### config.mk
export PLATFORM = sky130hd
export DESIGN_NAME = seq_mul5_ctrl_flat
export DESIGN_NICKNAME = d
export VERILOG_FILES = /design/src/rtl/mul5_pkg.sv /design/src/rtl/seq_mul5_ctrl_if.sv /design/src/rtl/Add5BitWith6Bit.sv /design/src/rtl/FA.sv /design/src/rtl/seq_mul5_ctrl.sv /design/src/flat_wrapper.sv
export SDC_FILE = /design/constraint.sdc
export NUM_CORES = 1
export LEC_CHECK = 0
export ABC_AREA = 1
export ABC_CLOCK_PERIOD_IN_PS = 4200
export CORE_MARGIN = 5
export CORE_UTILIZATION = 40
export DETAILED_ROUTE_END_ITERATION = 8
export RECOVER_POWER = 25
export SYNTH_ARGS = -nofsm -noshare
export SYNTH_HDL_FRONTEND = slang
export SYNTH_HIERARCHICAL = 1
export SYNTH_SLANG_ARGS = --single-unit
### constraint.sdc
create_clock -name clk -period 4.2 [get_ports clk]
set_clock_uncertainty 0.2 [all_clocks]
set_input_delay 1.26 -clock clk [delete_from_list [all_inputs] [get_ports clk]]
set_output_delay 1.26 -clock clk [all_outputs]
set_load 0.01 [all_outputs]
### src/rtl/mul5_pkg.sv
// Shared definitions for the sequential 5x5 multiplier controller.
// Holds the controller state encoding and the fixed datapath dimensions.
package mul5_pkg;

    // One add/shift step per cycle; tied to the 5-bit adder operand width.
    localparam int unsigned N_STEPS = 5;
    localparam int unsigned P_WIDTH = 10;

    typedef enum logic [1:0] {
        IDLE = 2'd0,
        RUN  = 2'd1,
        DONE = 2'd2
    } state_e;

endpackage

### src/rtl/seq_mul5_ctrl_if.sv
// Request/response bundle between the ALU top level and the MUL sequencer.
//   start_i/abort_i : request and cancel strobes toward the sequencer
//   a_i/b_i         : 5-bit unsigned operands, captured with an accepted start
//   ready_o/busy_o  : state decodes (ready = can accept, busy = iterating)
//   done_o/p_o      : one-cycle completion pulse and the held 10-bit product
// master = ALU side, slave = sequencer side.
interface seq_mul5_ctrl_if;
    import mul5_pkg::*;

    logic               start_i;
    logic               abort_i;
    logic [4:0]         a_i;
    logic [4:0]         b_i;
    logic               ready_o;
    logic               busy_o;
    logic               done_o;
    logic [P_WIDTH-1:0] p_o;

    modport master (
        output start_i, abort_i, a_i, b_i,
        input  ready_o, busy_o, done_o, p_o
    );

    modport slave (
        input  start_i, abort_i, a_i, b_i,
        output ready_o, busy_o, done_o, p_o
    );

endinterface

### src/rtl/Add5BitWith6Bit.sv
// Ripple-carry adder: 5-bit operand plus 6-bit operand giving a 7-bit sum.
//   a_i   : 5-bit addend (zero-extended internally)
//   b_i   : 6-bit addend
//   sum_o : 7-bit sum, sum_o[6] is the final carry
module Add5BitWith6Bit (
    input  logic [4:0] a_i,
    input  logic [5:0] b_i,
    output logic [6:0] sum_o
);

    logic [5:0] a_ext_s;
    logic [6:0] carry_s;

    assign a_ext_s    = {1'b0, a_i};
    assign carry_s[0] = 1'b0;

    for (genvar i = 0; i < 6; i++) begin : g_fa
        FA u_fa (
            .a_i  (a_ext_s[i]),
            .b_i  (b_i[i]),
            .c_i  (carry_s[i]),
            .s_o  (sum_o[i]),
            .co_o (carry_s[i+1])
        );
    end

    assign sum_o[6] = carry_s[6];

endmodule

### src/rtl/FA.sv
// Single-bit full adder cell used to build the ripple adder.
//   a_i, b_i, c_i : addends and carry in
//   s_o, co_o     : sum and carry out
module FA (
    input  logic a_i,
    input  logic b_i,
    input  logic c_i,
    output logic s_o,
    output logic co_o
);

    assign s_o  = a_i ^ b_i ^ c_i;
    assign co_o = (a_i & b_i) | (a_i & c_i) | (b_i & c_i);

endmodule

### src/rtl/seq_mul5_ctrl.sv
// Sequential 5x5 unsigned shift-add multiplier controller (ALU MUL sequencer).
// One shared adder is used once per cycle over N_STEPS iterations; a result
// is produced 6 cycles after an accepted start and held until the next one.
//   clk, rst_n : rising-edge clock, asynchronous active-low reset
//   bus        : slave side of seq_mul5_ctrl_if (start/abort/operands in,
//                ready/busy/done/product out)
module seq_mul5_ctrl
    import mul5_pkg::*;
(
    input  logic            clk,
    input  logic            rst_n,
    seq_mul5_ctrl_if.slave  bus
);

    state_e             state_q, state_d;
    logic [2:0]         count_q, count_d;
    logic [4:0]         m_q, m_d;
    logic [4:0]         q_q, q_d;
    logic [5:0]         acc_q, acc_d;
    logic [P_WIDTH-1:0] p_q, p_d;
    logic               done_q, done_d;

    logic [4:0]         add_a_s;
    logic [6:0]         sum_s;

    // Partial product is added only when the current multiplier bit is set.
    assign add_a_s = q_q[0] ? m_q : 5'd0;

    Add5BitWith6Bit u_add (
        .a_i   (add_a_s),
        .b_i   (acc_q),
        .sum_o (sum_s)
    );

    // Next-state, datapath update and completion pulse.
    always_comb begin
        state_d = state_q;
        count_d = count_q;
        m_d     = m_q;
        q_d     = q_q;
        acc_d   = acc_q;
        p_d     = p_q;
        done_d  = 1'b0;

        case (state_q)
            IDLE: begin
                if (bus.start_i) begin
                    m_d     = bus.a_i;
                    q_d     = bus.b_i;
                    acc_d   = 6'd0;
                    count_d = 3'd0;
                    state_d = RUN;
                end else begin
                    state_d = IDLE;
                end
            end
            RUN: begin
                if (bus.abort_i) begin
                    state_d = IDLE;
                end else begin
                    // ACC never exceeds 31 before an add, so sum_s[6] is zero
                    // and the full sum shifted right is the new accumulator.
                    acc_d   = sum_s[6:1];
                    q_d     = {sum_s[0], q_q[4:1]};
                    count_d = count_q + 3'd1;
                    if (count_q == 3'(N_STEPS - 1)) begin
                        // {acc_next[4:0], q_next} folded directly from the sum.
                        p_d     = {sum_s[5:0], q_q[4:1]};
                        done_d  = 1'b1;
                        state_d = DONE;
                    end else begin
                        state_d = RUN;
                    end
                end
            end
            DONE: begin
                // Back-to-back issue: a start here reloads without an idle cycle.
                if (bus.start_i) begin
                    m_d     = bus.a_i;
                    q_d     = bus.b_i;
                    acc_d   = 6'd0;
                    count_d = 3'd0;
                    state_d = RUN;
                end else begin
                    state_d = IDLE;
                end
            end
            default: begin
                state_d = IDLE;
            end
        endcase
    end

    // State and datapath registers.
    always_ff @(posedge clk or negedge rst_n) begin
        if (!rst_n) begin
            state_q <= IDLE;
            count_q <= 3'd0;
            m_q     <= 5'd0;
            q_q     <= 5'd0;
            acc_q   <= 6'd0;
            p_q     <= {P_WIDTH{1'b0}};
            done_q  <= 1'b0;
        end else begin
            state_q <= state_d;
            count_q <= count_d;
            m_q     <= m_d;
            q_q     <= q_d;
            acc_q   <= acc_d;
            p_q     <= p_d;
            done_q  <= done_d;
        end
    end

    assign bus.ready_o = (state_q == IDLE) || (state_q == DONE);
    assign bus.busy_o  = (state_q == RUN);
    assign bus.done_o  = done_q;
    assign bus.p_o     = p_q;

endmodule

### src/flat_wrapper.sv
// flat-port wrapper written by rule: the top's interface ports become plain ports
module seq_mul5_ctrl_flat import mul5_pkg::*;
  (clk, rst_n, bus_start_i, bus_abort_i, bus_a_i, bus_b_i, bus_ready_o, bus_busy_o, bus_done_o, bus_p_o);
  seq_mul5_ctrl_if bus_i ();
  input  logic clk;
  input  logic rst_n;
  input wire logic [$bits(bus_i.start_i)-1:0] bus_start_i;
  input wire logic [$bits(bus_i.abort_i)-1:0] bus_abort_i;
  input wire logic [$bits(bus_i.a_i)-1:0] bus_a_i;
  input wire logic [$bits(bus_i.b_i)-1:0] bus_b_i;
  output wire logic [$bits(bus_i.ready_o)-1:0] bus_ready_o;
  output wire logic [$bits(bus_i.busy_o)-1:0] bus_busy_o;
  output wire logic [$bits(bus_i.done_o)-1:0] bus_done_o;
  output wire logic [$bits(bus_i.p_o)-1:0] bus_p_o;
  assign bus_i.start_i = bus_start_i;
  assign bus_i.abort_i = bus_abort_i;
  assign bus_i.a_i = bus_a_i;
  assign bus_i.b_i = bus_b_i;
  assign bus_ready_o = bus_i.ready_o;
  assign bus_busy_o = bus_i.busy_o;
  assign bus_done_o = bus_i.done_o;
  assign bus_p_o = bus_i.p_o;
  seq_mul5_ctrl u_core (.clk(clk), .rst_n(rst_n), .bus(bus_i));
endmodule
==> results of run 1 <==
==> cell usage after synthesis, types with 2 or more instances <==
library cell	number	area (µm²)
nand2_1	83	311.6
buf_2	3	15.01
buf_6	3	33.78
nand2_4	2	22.52
nand3_1	29	145.1
ha_1	2	25.02
dfrtp_1	32	800.8
buf_4	2	15.01
nand2_2	2	12.51
inv_1	14	52.55
fa_1	6	120.1
==> sequential cells by signal, summed over array words and instances (netlist names) <==
name,count
u_core/state_q,2
u_core/count_q,3
u_core/acc_q,6
u_core/bus.p_o,10
u_core/bus.done_o,1
u_core/q_q,5
u_core/m_q,5
==> per-layer routing <==
| layer | global-route usage | wire (µm) |
|---|---|---|
| met5 | 0 | 0 |
| met4 | 0.05533 | 57 |
| met3 | 0.05609 | 227 |
| met2 | 0.2056 | 1385 |
| met1 | 0.1646 | 1395 |
==> cell families after synthesis <==
logic type      synth area share
buf+inv                  0.07499
simple gates              0.3289
flops                     0.5000
compound gates          0.003122
other cells             0.002342
fa+ha+maj                0.09063
==> report_power, final <==
group,internal [mW],switching [mW]
sequential,0.418,0.0813
clock,0.130,0.113
combinational,0.189,0.213
==> worst min-delay path: stages (launching register included) <==
cell     delay (ns)
dfrtp_1        0.34
nand2_1        0.05
nand2_1        0.04
==> metrics by stage <==
stage                     std cells  cell area [µm²]  worst slack [ns]  utilization  power, mW
after floorplan                 185             1605            0.8521            -     0.7482
after global placement          254             1872            0.7804       0.4748     0.8990
after detailed placement        254             1872            0.7247       0.4748     0.9137
after CTS                       262             1964            0.7063       0.4983      1.159
after global routing            262             1961            0.5818       0.4973      1.240
final                           262             1961            0.7168       0.4973      1.144
==> cell usage in the layout (no fill, tap or decap) <==
| cell type | instances |
|---|---|
| nor2_8 | 1 |
| ha_1 | 2 |
| clkinv_2 | 2 |
| clkbuf_1 | 1 |
| dfrtp_1 | 32 |
| nand2_2 | 2 |
| nor2_1 | 1 |
| conb_1 | 2 |
| clkdlybuf4s50_1 | 25 |
| fa_1 | 6 |
| inv_1 | 14 |
| dlygate4sd3_1 | 1 |
| nor2_4 | 1 |
| nand2_1 | 83 |
| inv_2 | 1 |
| clkbuf_8 | 6 |
| o21ai_0 | 1 |
| nand2_4 | 2 |
| nand3_1 | 29 |
==> layout make-up <==
class,instances,share of cell area
flip-flops and latches,32,0.4084
well taps,50,0.03191
inverters,15,0.02872
clock inverters,2,0.005105
repair buffers,27,0.1347
multi-input cells,130,0.3491
clock buffers,6,0.04212
==> worst paths after layout <==
path                                      to  depth (start not counted)
max                        u_core/bus.p_o[9]                         10
max reg2reg                u_core/bus.p_o[9]                         10
max in group asynchronous  u_core/bus.p_o[8]                          2
min                        u_core/bus.p_o[7]                          2
min reg2reg                u_core/bus.p_o[7]                          2
min in group asynchronous  u_core/bus.p_o[2]                          2
==> summary.md, run 1 <==
| Metric | Value |
|---|---|
| Result of the run | `finished, violations left` |
| Violations in the final reports | `capacitance limit, slew limit` |
| Horiz. Die Dim | `73.28 µm` |
| Number of distinct library cell variants in the gate-level netlist after synthesis | `17` |
| Detailed router's first-iteration violation count | `41` |
| Share of the cycle needed by the critical path after routing | `0.8293` |
| Synth async-reset ratio | `1.000` |
| Weighted congestion reported at the end of routability-driven placement | `0.7572` |
| Syn Area/Cell | `8.704 µm²` |
| Startpoint of the most critical setup path | `u_core/q_q[0]` |
| Maximum achievable frequency | `287.1 MHz` |
| H-tree level count | `2` |
| Core region area | `3943 µm²` |
| Buf+Inv Stages, Crit Path | `1` |
| Clock Pin Slew Worst Setup and Hold Paths | `0.06 ns` |
| Number of buffers inserted during clock tree synthesis | `5` |
| Startpoint of the lowest-slack register-to-register path | `u_core/q_q[0]` |
| Share of synthesized area occupied by flip-flops and latches | `0.5000` |
| CTS resizes | `0` |
| Vias/cell | `4.664` |
| Buffer depth of the longest clock path | `2` |
| Wire length of the first global-routing pass | `5382 µm` |
| Initial antenna violation count | `0` |
| Most frequent cell on the critical path | `fa_1` |
| Fill cell count | `388` |
| Sinks on Clock Net | `32` |
| FF-to-FF setup slack | `0.72 ns` |
| Via count of the first global-routing pass | `1180` |
| Start point of the worst hold path | `u_core/bus.p_o[7]` |
| Slew at the pin with the worst max-slew slack | `1.709 ns` |
| Average routed wire per standard cell | `11.70 µm` |
| Cell at the slowest stage of the critical path | `fa_1` |
| Synth warn | `6` |
| Hold Buf Count CTS | `0` |
| Largest net degree at the start of global routing | `33` |
| Max-slew violations | `33` |
| Flip-flop and latch count after synthesis | `32` |
| Static Leakage | `1.100 nW` |
| Clk Latency, worst-skew pair | `0.29 ns` |
| Setup violation total in the final timing report | `0` |
| Net count, final | `233` |
| Type of the worst setup path | `flop to flop` |
| Final Hold Viols | `0` |
| Max-Slew Margin vs Limit | `-0.1391` |
| Number of antenna cells inserted | `0` |
| Cells after synthesis | `184` |
| Worst VDD drop | `0.2691 mV` |
| Nature of the critical path startpoint | `flop` |
| Storage element area | `800.8 µm²` |
| Detail Placement HPWL | `2180 µm` |
| Total negative slack | `0 ns` |
| Final hold slack | `0.2685 ns` |
| Die Outline Area | `5369 µm²` |
| Via count of the routed design | `1222` |
| Endpoint required time on the critical path | `4.23 ns` |
| Total Wirelength | `3066 µm` |
| Sequence of cells on the critical path | `nand2_1, inv_1, fa_1, fa_1, fa_1, fa_1, fa_1, fa_1, nand3_1, nand2_1` |
| DIE HEIGHT | `73.28 µm` |
| Post-synthesis cell area | `1602 µm²` |
| GRT Util Overall | `0.1335` |
| Power Density | `583.6 nW/µm²` |
| Post-layout minimum cycle time | `3.483 ns` |
| Max stage delay on crit path | `0.52 ns` |
| RSZ-0062 raised after global routing | `false` |
| Multi-input combinational cell area | `684.4 µm²` |
| Fraction of final layout cells sized beyond drive strength 1 | `0.07075` |
| Primary flip-flop cell chosen by synthesis mapping | `dfrtp_1` |
| EDFF count, synth | `0` |
| # rows | `23` |
| Type of the tightest min-delay check | `flop to flop` |
| Number of buffers added for setup after CTS | `0` |
| Layout overhead on the synthesized area | `22.42%` |
| Critical Path AT | `3.51 ns` |
| Crit path capture type | `flop` |
| Buffer type at the clock tree root | `clkbuf_8` |
| Count of pins on the block boundary | `27` |
| TritonCTS clock tree | `done` |
| Number of port buffers | `26` |
| Critical path's top delay family | `adder cells` |
| Starting utilization of the core area | `0.4062` |
| GRT overflow | `0` |
| Reported max-cap violation count | `1` |
| Top fanout value on the critical path | `6` |
| Routed Antenna Nets | `0` |
| DRC violations left | `0` |
| Number of detailed-routing iterations run before antenna repair | `4` |
Note: power is estimated with default switching activity, not from simulation.
==> inputs of run 2 (changes only) <==
--- a/config.mk
+++ b/config.mk
@@ -6,10 +6,11 @@
 export NUM_CORES = 1
 export LEC_CHECK = 0
 export ABC_AREA = 1
-export ABC_CLOCK_PERIOD_IN_PS = 4200
+export ABC_CLOCK_PERIOD_IN_PS = 3100
 export CORE_MARGIN = 5
 export CORE_UTILIZATION = 40
 export DETAILED_ROUTE_END_ITERATION = 8
+export PLACE_DENSITY = 0.65
 export RECOVER_POWER = 25
 export SYNTH_ARGS = -nofsm -noshare
 export SYNTH_HDL_FRONTEND = slang
==> constraint.sdc (replaced) <==
create_clock -name clk -period 3.1 [get_ports clk]
set_clock_uncertainty 0.2 [all_clocks]
set_input_delay 0.93 -clock clk [delete_from_list [all_inputs] [get_ports clk]]
set_output_delay 0.93 -clock clk [all_outputs]
set_load 0.01 [all_outputs]
==> run 2 against run 1 <==
Against the previous run:
- the flow finishes with violations (setup timing)
- non-clock buffer count rose by 4
- wire length fell by 0.59%
- final cell count is 1.5% higher
- clock power up 36%
- largest power group unchanged
- fmax increased by 9.6%
==> summary.md, run 2 (synthesized netlist as in run 1, its figures left out) <==
| Metric | Value |
|---|---|
| Share of the cycle needed by the critical path after routing | `1.025 (+0.1958)` |
| Sinks on Clock Net | `32 (unchanged)` |
| Logic depth of the worst path, buffers included | `10 (unchanged)` |
| Post-Layout Cell Count | `266 (+1.5%)` |
| R2r worst-path depth | `10 (unchanged)` |
| Static Leakage | `1.110 nW (+0.96%)` |
| Most used cells in the layout excluding fill and tap cells | `83 x nand2_1, 32 x dfrtp_1, 29 x nand3_1` |
| # rows | `23 (unchanged)` |
| Max stage delay on crit path | `0.51 ns (about the same)` |
| Wire length of the first global-routing pass | `5595 µm (+4.0%)` |
| Critical Path AT | `3.20 ns (-0.31 ns)` |
| Routed Antenna Nets | `0 (unchanged)` |
| Top fanout value on the critical path | `2 (-4)` |
| Most frequent cell on the critical path | `fa_2` |
| Core region area | `3943 µm² (unchanged)` |
| Nature of the critical path startpoint | `flop` |
| Maximum achievable frequency | `314.7 MHz (+9.6%)` |
| Average routed wire per standard cell | `11.46 µm (-2.1%)` |
| DIE HEIGHT | `73.28 µm (unchanged)` |
| Type of the worst setup path | `flop to flop` |
| Starting utilization of the core area | `0.4062 (unchanged)` |
| Power Density | `794.1 nW/µm² (+36%)` |
| TritonCTS clock tree | `done` |
| Clock Pin Slew Worst Setup and Hold Paths | `0.07 ns (about the same)` |
| Slew at the pin with the worst max-slew slack | `0.7965 ns (-0.9122 ns)` |
| Buffer type at the clock tree root | `clkbuf_8` |
| Die Outline Area | `5369 µm² (unchanged)` |
| Largest register FFs | `10 (unchanged)` |
| RR Endpoint | `u_core/bus.p_o[9]` |
| Max-Slew Margin vs Limit | `0.4690 (+0.6081)` |
| H-tree level count | `2 (unchanged)` |
| Final hold slack | `0.2692 ns (+0.0006620 ns)` |
| Final Hold Viols | `0 (unchanged)` |
| Layout overhead on the synthesized area | `25.16%` |
| Worst VDD drop | `0.3339 mV (+24%)` |
| Most common cell after layout, fill and taps aside | `nand2_1` |
| GRT overflow | `0 (unchanged)` |
| Max-slew violations | `0 (-100%)` |
| Endpoint required time on the critical path | `3.12 ns (-1.11 ns)` |
| Number of detailed-routing iterations run before antenna repair | `4 (unchanged)` |
| Clk Latency, worst-skew pair | `0.28 ns (about the same)` |
| Critical path's top delay family | `adder cells` |
| GRT Util Overall | `0.1355 (+0.001983)` |
| Weighted congestion reported at the end of routability-driven placement | `0.7285 (-3.8%)` |
| Post-layout minimum cycle time | `3.178 ns (-0.3053 ns)` |
| Buf+Inv Stages, Crit Path | `1 (unchanged)` |
| Horiz. Die Dim | `73.28 µm (unchanged)` |
| Count of pins on the block boundary | `27 (unchanged)` |
| Number of buffers inserted during clock tree synthesis | `5 (unchanged)` |
| Violations in the final reports | `setup timing` |
| DRC violations left | `0 (unchanged)` |
| Worst setup slack after layout | `-0.07789 ns (-0.7947 ns)` |
| Net count, final | `237 (+1.7%)` |
| Crit path capture type | `flop` |
| Type of the tightest min-delay check | `flop to flop` |
| Vias/cell | `4.556 (-2.3%)` |
| Hold Buf Count CTS | `0 (unchanged)` |
| Placement Setup Slack | `-0.05091 ns (-0.7756 ns)` |
| Detail Placement HPWL | `2105 µm (-3.4%)` |
| Total cell area at the placement stage | `1899 µm² (+1.5%)` |
| Initial antenna violation count | `0 (unchanged)` |
| FF-to-FF setup slack | `-0.08 ns (-0.79 ns)` |
| Sequence of cells on the critical path | `nand2_1, inv_2, fa_2, fa_2, fa_2, fa_2, fa_2, fa_1, nand3_1, nand2_1` |
| Reported max-cap violation count | `0 (-1)` |
| Total Wirelength | `3048 µm (-0.59%)` |
| Total negative slack | `-0.1232 ns (-0.1232 ns)` |
| Number of placed instances, taps included | `256 (+0.79%)` |
| Detailed router's first-iteration violation count | `62 (+51%)` |
| Largest net degree at the start of global routing | `33 (unchanged)` |
| Cell at the slowest stage of the critical path | `fa_1` |
| Overall power after layout | `1.592 mW (+39%)` |
| Via count of the first global-routing pass | `1248 (+5.8%)` |
| Setup violation total in the final timing report | `2 (+2)` |
| Startpoint of the most critical setup path | `u_core/m_q[0]` |
| Fill cell count | `385 (-0.77%)` |
| Result of the run | `finished, violations left` |
| Summed area of non-filler cells in the final layout | `2004 µm² (+2.2%)` |
| Via count of the routed design | `1212 (-0.82%)` |
| Worst Setup EP | `u_core/bus.p_o[9]` |
| Number of port buffers | `26 (unchanged)` |
| Number of antenna cells inserted | `0 (unchanged)` |
| Final core utilization | `0.5084 (+0.01111)` |
| RSZ-0062 raised after global routing | `true` |
| Startpoint of the lowest-slack register-to-register path | `u_core/m_q[0]` |
| Fraction of final layout cells sized beyond drive strength 1 | `0.1204 (+0.04962)` |
| Buffer depth of the longest clock path | `2 (unchanged)` |
[run 2: cell count changes in the layout (fill, tap and decap cells not counted)]
cell / change
fa_2: +5
inv_1: -1
clkbuf_2: +1
clkbuf_1: -1
buf_4: +4
fa_1: -5
inv_2: +1
[run 2: layout make-up]
type                            instances  area, µm²  share of cell area
Sequential cell                        32      800.8              0.3995
Multi-Input combinational cell        130      696.9              0.3477
Timing Repair Buffer                   31      295.3              0.1473
Clock buffer                            6      82.58             0.04120
Tap cell                               50      62.56             0.03121
Inverter                               15      56.30             0.02809
Clock inverter                          2      10.01            0.004994
[run 2: worst min-delay path by stage]
stage	depth (start not counted)	end	startpoint
after floorplan	2	u_core/m_q[0]	u_core/m_q[0]
after global placement	2	u_core/bus.p_o[1]	u_core/bus.p_o[1]
after detailed placement	2	u_core/bus.p_o[6]	u_core/bus.p_o[6]
after CTS	2	u_core/bus.p_o[1]	u_core/bus.p_o[1]
after global routing	2	u_core/m_q[1]	u_core/m_q[1]
final	2	u_core/bus.p_o[7]	u_core/bus.p_o[7]
[run 2: where the power goes]
part           internal (mW)  switching (mW)  total, mW
clock network          0.177           0.153      0.330
registers              0.566           0.105      0.671
logic                  0.288           0.303      0.591
[run 2: timing repair]
item / CTS / global route
buffers inserted: 1 / 1
resized for setup: 0 / 1
pin swaps: 1 / 0
endpoints found under the setup margin: 2 / 3
[run 2: per-layer routing]
| layer | track usage | routed length (µm) | share of wire | vias to the layer above |
|---|---|---|---|---|
| met2 | 0.2185 | 1397 | 0.46 | 22 |
| met1 | 0.1768 | 1465 | 0.48 | 562 |
| met4 | 0.04918 | 37 | 0.012 | 0 |
| met3 | 0.03283 | 148 | 0.049 | 5 |
| li1 | - | - | - | 623 |
| met5 | 0 | 0 | 0 | - |
[run 2: worst register-to-register path, cell delays in order, from the launching register on]
cell	delay [ns]
dfrtp_1	0.38
nand2_1	0.08
inv_2	0.04
fa_2	0.34
fa_2	0.39
fa_2	0.34
fa_2	0.35
fa_2	0.35
fa_1	0.51
nand3_1	0.07
nand2_1	0.08
==> inputs of run 3 (changes only) <==
--- a/config.mk
+++ b/config.mk
@@ -10,9 +10,8 @@
 export CORE_MARGIN = 5
 export CORE_UTILIZATION = 40
 export DETAILED_ROUTE_END_ITERATION = 8
-export PLACE_DENSITY = 0.65
+export PLACE_DENSITY = 0.66
 export RECOVER_POWER = 25
 export SYNTH_ARGS = -nofsm -noshare
 export SYNTH_HDL_FRONTEND = slang
-export SYNTH_HIERARCHICAL = 1
 export SYNTH_SLANG_ARGS = --single-unit
==> run 3 against run 2 <==
Against the previous run:
- the flow now finishes without violations
- hold slack lost 0.0011 ns
- clock-buffer cell count is the same
- final cell count shrank 1.1%
- sequential cell count shrank 1
- synthesized cell count grew 1.1%
- sequential share of layout area grew 0.57 points
- total power shrank 13%
- via count shrank 0.25%
- utilization grew 1.1 points
- die area shrank 3.2%
==> summary.md, run 3 <==
| Metric | Value |
|---|---|
| Result of the run | `complete, no violations` |
| Final core utilization | `0.5190 (+0.01059)` |
| Max-slew violations | `0 (unchanged)` |
| Worst setup slack after layout | `0.3267 ns (+0.4046 ns)` |
| Endpoint required time on the critical path | `3.07 ns (-0.05 ns)` |
| Multi-input combinational cell area | `646.9 µm² (-7.2%)` |
| Starting utilization of the core area | `0.4182 (+0.01203)` |
| Most frequent cell on the critical path | `fa_1` |
| GRT Util Overall | `0.1312 (-0.004223)` |
| Share of synthesized area occupied by flip-flops and latches | `0.5028 (+0.002839)` |
| Static Leakage | `1.037 nW (-6.6%)` |
| Most numerous cell types in the synthesized netlist | `83 x nand2_1, 31 x dfrtp_1, 29 x nand3_1` |
| # rows | `22 (-4.3%)` |
| Count of pins on the block boundary | `27 (unchanged)` |
| Reported max-cap violation count | `0 (unchanged)` |
| Max stage delay on crit path | `0.42 ns (-0.09 ns)` |
| Die Outline Area | `5199 µm² (-3.2%)` |
| Clock Pin Slew Worst Setup and Hold Paths | `0.06 ns (about the same)` |
| Post-Layout Cell Count | `263 (-1.1%)` |
| Core region area | `3689 µm² (-6.4%)` |
| Via count of the first global-routing pass | `1155 (-7.5%)` |
| Number of antenna cells inserted | `0 (unchanged)` |
| Sequence of cells on the critical path | `nand2_1, inv_1, ha_1, inv_1, fa_1, fa_1, fa_1, inv_1, fa_1, nand3_1, nand2_1` |
| Placement Setup Slack | `0.3410 ns (+0.3919 ns)` |
| Storage element area | `775.7 µm² (-3.1%)` |
| Worst VDD drop | `0.4728 mV (+42%)` |
| Cell with the most instances after synthesis | `nand2_1` |
| Number of placed instances, taps included | `257 (+0.39%)` |
| Startpoint of the lowest-slack register-to-register path | `u_core.q_q[0]` |
| Buffer type at the clock tree root | `clkbuf_8` |
| Most used cells in the layout excluding fill and tap cells | `83 x nand2_1, 31 x dfrtp_1, 29 x nand3_1` |
| Clk Latency, worst-skew pair | `0.28 ns (about the same)` |
| Synth warn | `0 (-6)` |
| RSZ-0062 raised after global routing | `false` |
| Initial antenna violation count | `0 (unchanged)` |
| Number of port buffers | `26 (unchanged)` |
| Cell depth of the worst hold path | `2 (unchanged)` |
| Wire length of the first global-routing pass | `5299 µm (-5.3%)` |
| Total Wirelength | `2974 µm (-2.4%)` |
| Setup violation total in the final timing report | `0 (-2)` |
| FF-to-FF setup slack | `0.33 ns (+0.40 ns)` |
| Hold Buf Count CTS | `0 (unchanged)` |
| Net count, final | `238 (+0.42%)` |
| Average routed wire per standard cell | `11.31 µm (-1.3%)` |
| Final hold slack | `0.2681 ns (-0.001114 ns)` |
| Buffer depth of the longest clock path | `2 (unchanged)` |
| Max-Slew Margin vs Limit | `0.4957 (+0.02664)` |
| Most common cell after layout, fill and taps aside | `nand2_1` |
| Fill cell count | `367 (-4.7%)` |
| Cells after synthesis | `186 (+1.1%)` |
| Number of distinct library cell variants in the gate-level netlist after synthesis | `15 (-2)` |
| Cell types with the largest area share after synthesis | `dfrtp_1 50%, nand2_1 20%, nand3_1 9.4%` |
| Detail Placement HPWL | `2165 µm (+2.9%)` |
| RR Endpoint | `u_core.bus.p_o[8]` |
| Total cell area at the placement stage | `1844 µm² (-2.9%)` |
| Share of the cycle needed by the critical path after routing | `0.8946 (-0.1305)` |
| Nature of the critical path startpoint | `flop` |
| Type of the worst setup path | `flop to flop` |
| Weighted congestion reported at the end of routability-driven placement | `0.7658 (+5.1%)` |
| EDFF count, synth | `0 (unchanged)` |
| Start point of the worst hold path | `u_core.bus.p_o[4]` |
| Primary flip-flop cell chosen by synthesis mapping | `dfrtp_1` |
| H-tree level count | `2 (unchanged)` |
| TritonCTS clock tree | `done` |
| Number of buffers added for setup after CTS | `0 (-1)` |
| Area share of the largest cell type after synthesis | `0.5028 (+0.002839)` |
| Crit path capture type | `flop` |
| Fraction of final layout cells sized beyond drive strength 1 | `0.07907 (-0.04130)` |
| Post-synthesis cell area | `1543 µm² (-3.7%)` |
| Flip-flop and latch count after synthesis | `31 (-3.1%)` |
| Hold worst-path end | `u_core.bus.p_o[4]` |
| Overall power after layout | `1.378 mW (-13%)` |
| Number of buffers inserted during clock tree synthesis | `5 (unchanged)` |
| Total negative slack | `0 ns (+0.1232 ns)` |
| Routed Antenna Nets | `0 (unchanged)` |
| Summed area of non-filler cells in the final layout | `1914 µm² (-4.5%)` |
| Largest net degree at the start of global routing | `32 (-3.0%)` |
| GRT overflow | `0 (unchanged)` |
| CTS resizes | `0 (unchanged)` |
| Synthesized net count | `208` |
| Syn Area/Cell | `8.294 µm² (-4.7%)` |
| Number of detailed-routing iterations run before antenna repair | `4 (unchanged)` |
| Top fanout value on the critical path | `6 (+4)` |
| Synth async-reset ratio | `1.000 (unchanged)` |
| Leading area contributor after synthesis | `dfrtp_1` |
| Via count of the routed design | `1209 (-0.25%)` |
| R2r worst-path depth | `11 (+1)` |
| Cell at the slowest stage of the critical path | `fa_1` |
| Vias/cell | `4.597 (+0.89%)` |
| DIE HEIGHT | `72.11 µm (-1.6%)` |
| Type of the tightest min-delay check | `flop to flop` |
| Critical Path AT | `2.74 ns (-0.46 ns)` |
| Slew at the pin with the worst max-slew slack | `0.7565 ns (-0.03997 ns)` |
| Final Hold Viols | `0 (unchanged)` |
| Post-layout minimum cycle time | `2.773 ns (-0.4046 ns)` |
| Layout overhead on the synthesized area | `24.09%` |
| Maximum achievable frequency | `360.6 MHz (+15%)` |
| Sinks on Clock Net | `31 (-3.1%)` |
| Detailed router's first-iteration violation count | `95 (+53%)` |
| Largest register FFs | `10 (unchanged)` |
| Power Density | `719.9 nW/µm² (-9.3%)` |
| DRC violations left | `0 (unchanged)` |
| Horiz. Die Dim | `72.11 µm (-1.6%)` |
-- run 3: cell count changes after synthesis, sizes merged --
| cell | delta |
|---|---|
| buf | -2 |
| inv | +4 |
| fa | -2 |
| nor2 | +1 |
| clkbuf | +1 |
| conb | -1 |
| dfrtp | -1 |
| ha | +2 |
-- run 3: cells by family after synthesis --
kind of cell	count (synthesis)	share of synthesized area
AO/OA/AOI/OAI	1	0.003241
adder cells (fa/ha/maj)	8	0.08435
buffers and inverters	26	0.07786
flip-flops	31	0.5028
AND/OR/NAND/NOR	120	0.3317
-- run 3: metal layers --
| metal | routed length, µm | global-route usage | up-vias |
|---|---|---|---|
| met1 | 1462 | 0.1829 | 551 |
| met3 | 154 | 0.04155 | 5 |
| met4 | 44 | 0.03758 | 0 |
| met2 | 1313 | 0.1962 | 25 |
| met5 | 0 | 0 | - |
| li1 | - | - | 628 |
-- run 3: worst max-delay path, delay by kind of cell (launching register included) --
family	cells	cell delay [ns]
adder cells (fa/ha/maj)	5	1.67
buffers and inverters	3	0.17
AND/OR/NAND/NOR	3	0.21
flip-flops	1	0.41
-- run 3: final cells by class --
cell class | instances | share of cell area
inverter | 19 | 0.03725
tap | 48 | 0.03137
clock buffer | 6 | 0.03791
timing repair buffer | 30 | 0.1503
sequential | 31 | 0.4052
multi-input combinational | 129 | 0.3379
-- run 3: worst max path at each step --
stage	startpoint	end	slack, ns	cells after the start
floorplan	u_core.q_q[0]	u_core.bus.p_o[8]	0.42	11
global placement	u_core.q_q[0]	u_core.bus.p_o[8]	0.36	11
detailed placement	u_core.q_q[0]	u_core.bus.p_o[8]	0.34	11
CTS	u_core.q_q[0]	u_core.bus.p_o[8]	0.33	11
global route	u_core.q_q[0]	u_core.bus.p_o[8]	0.14	11
finish	u_core.q_q[0]	u_core.bus.p_o[8]	0.33	11
-- run 3: where the power goes --
part | internal [mW] | leakage (nW) | switching, mW | total (mW)
logic | 0.216 | 0.588 | 0.254 | 0.470
clock network | 0.149 | 0.0371 | 0.131 | 0.280
registers | 0.532 | 0.412 | 0.0956 | 0.628
total | 0.897 | 1.04 | 0.481 | 1.38
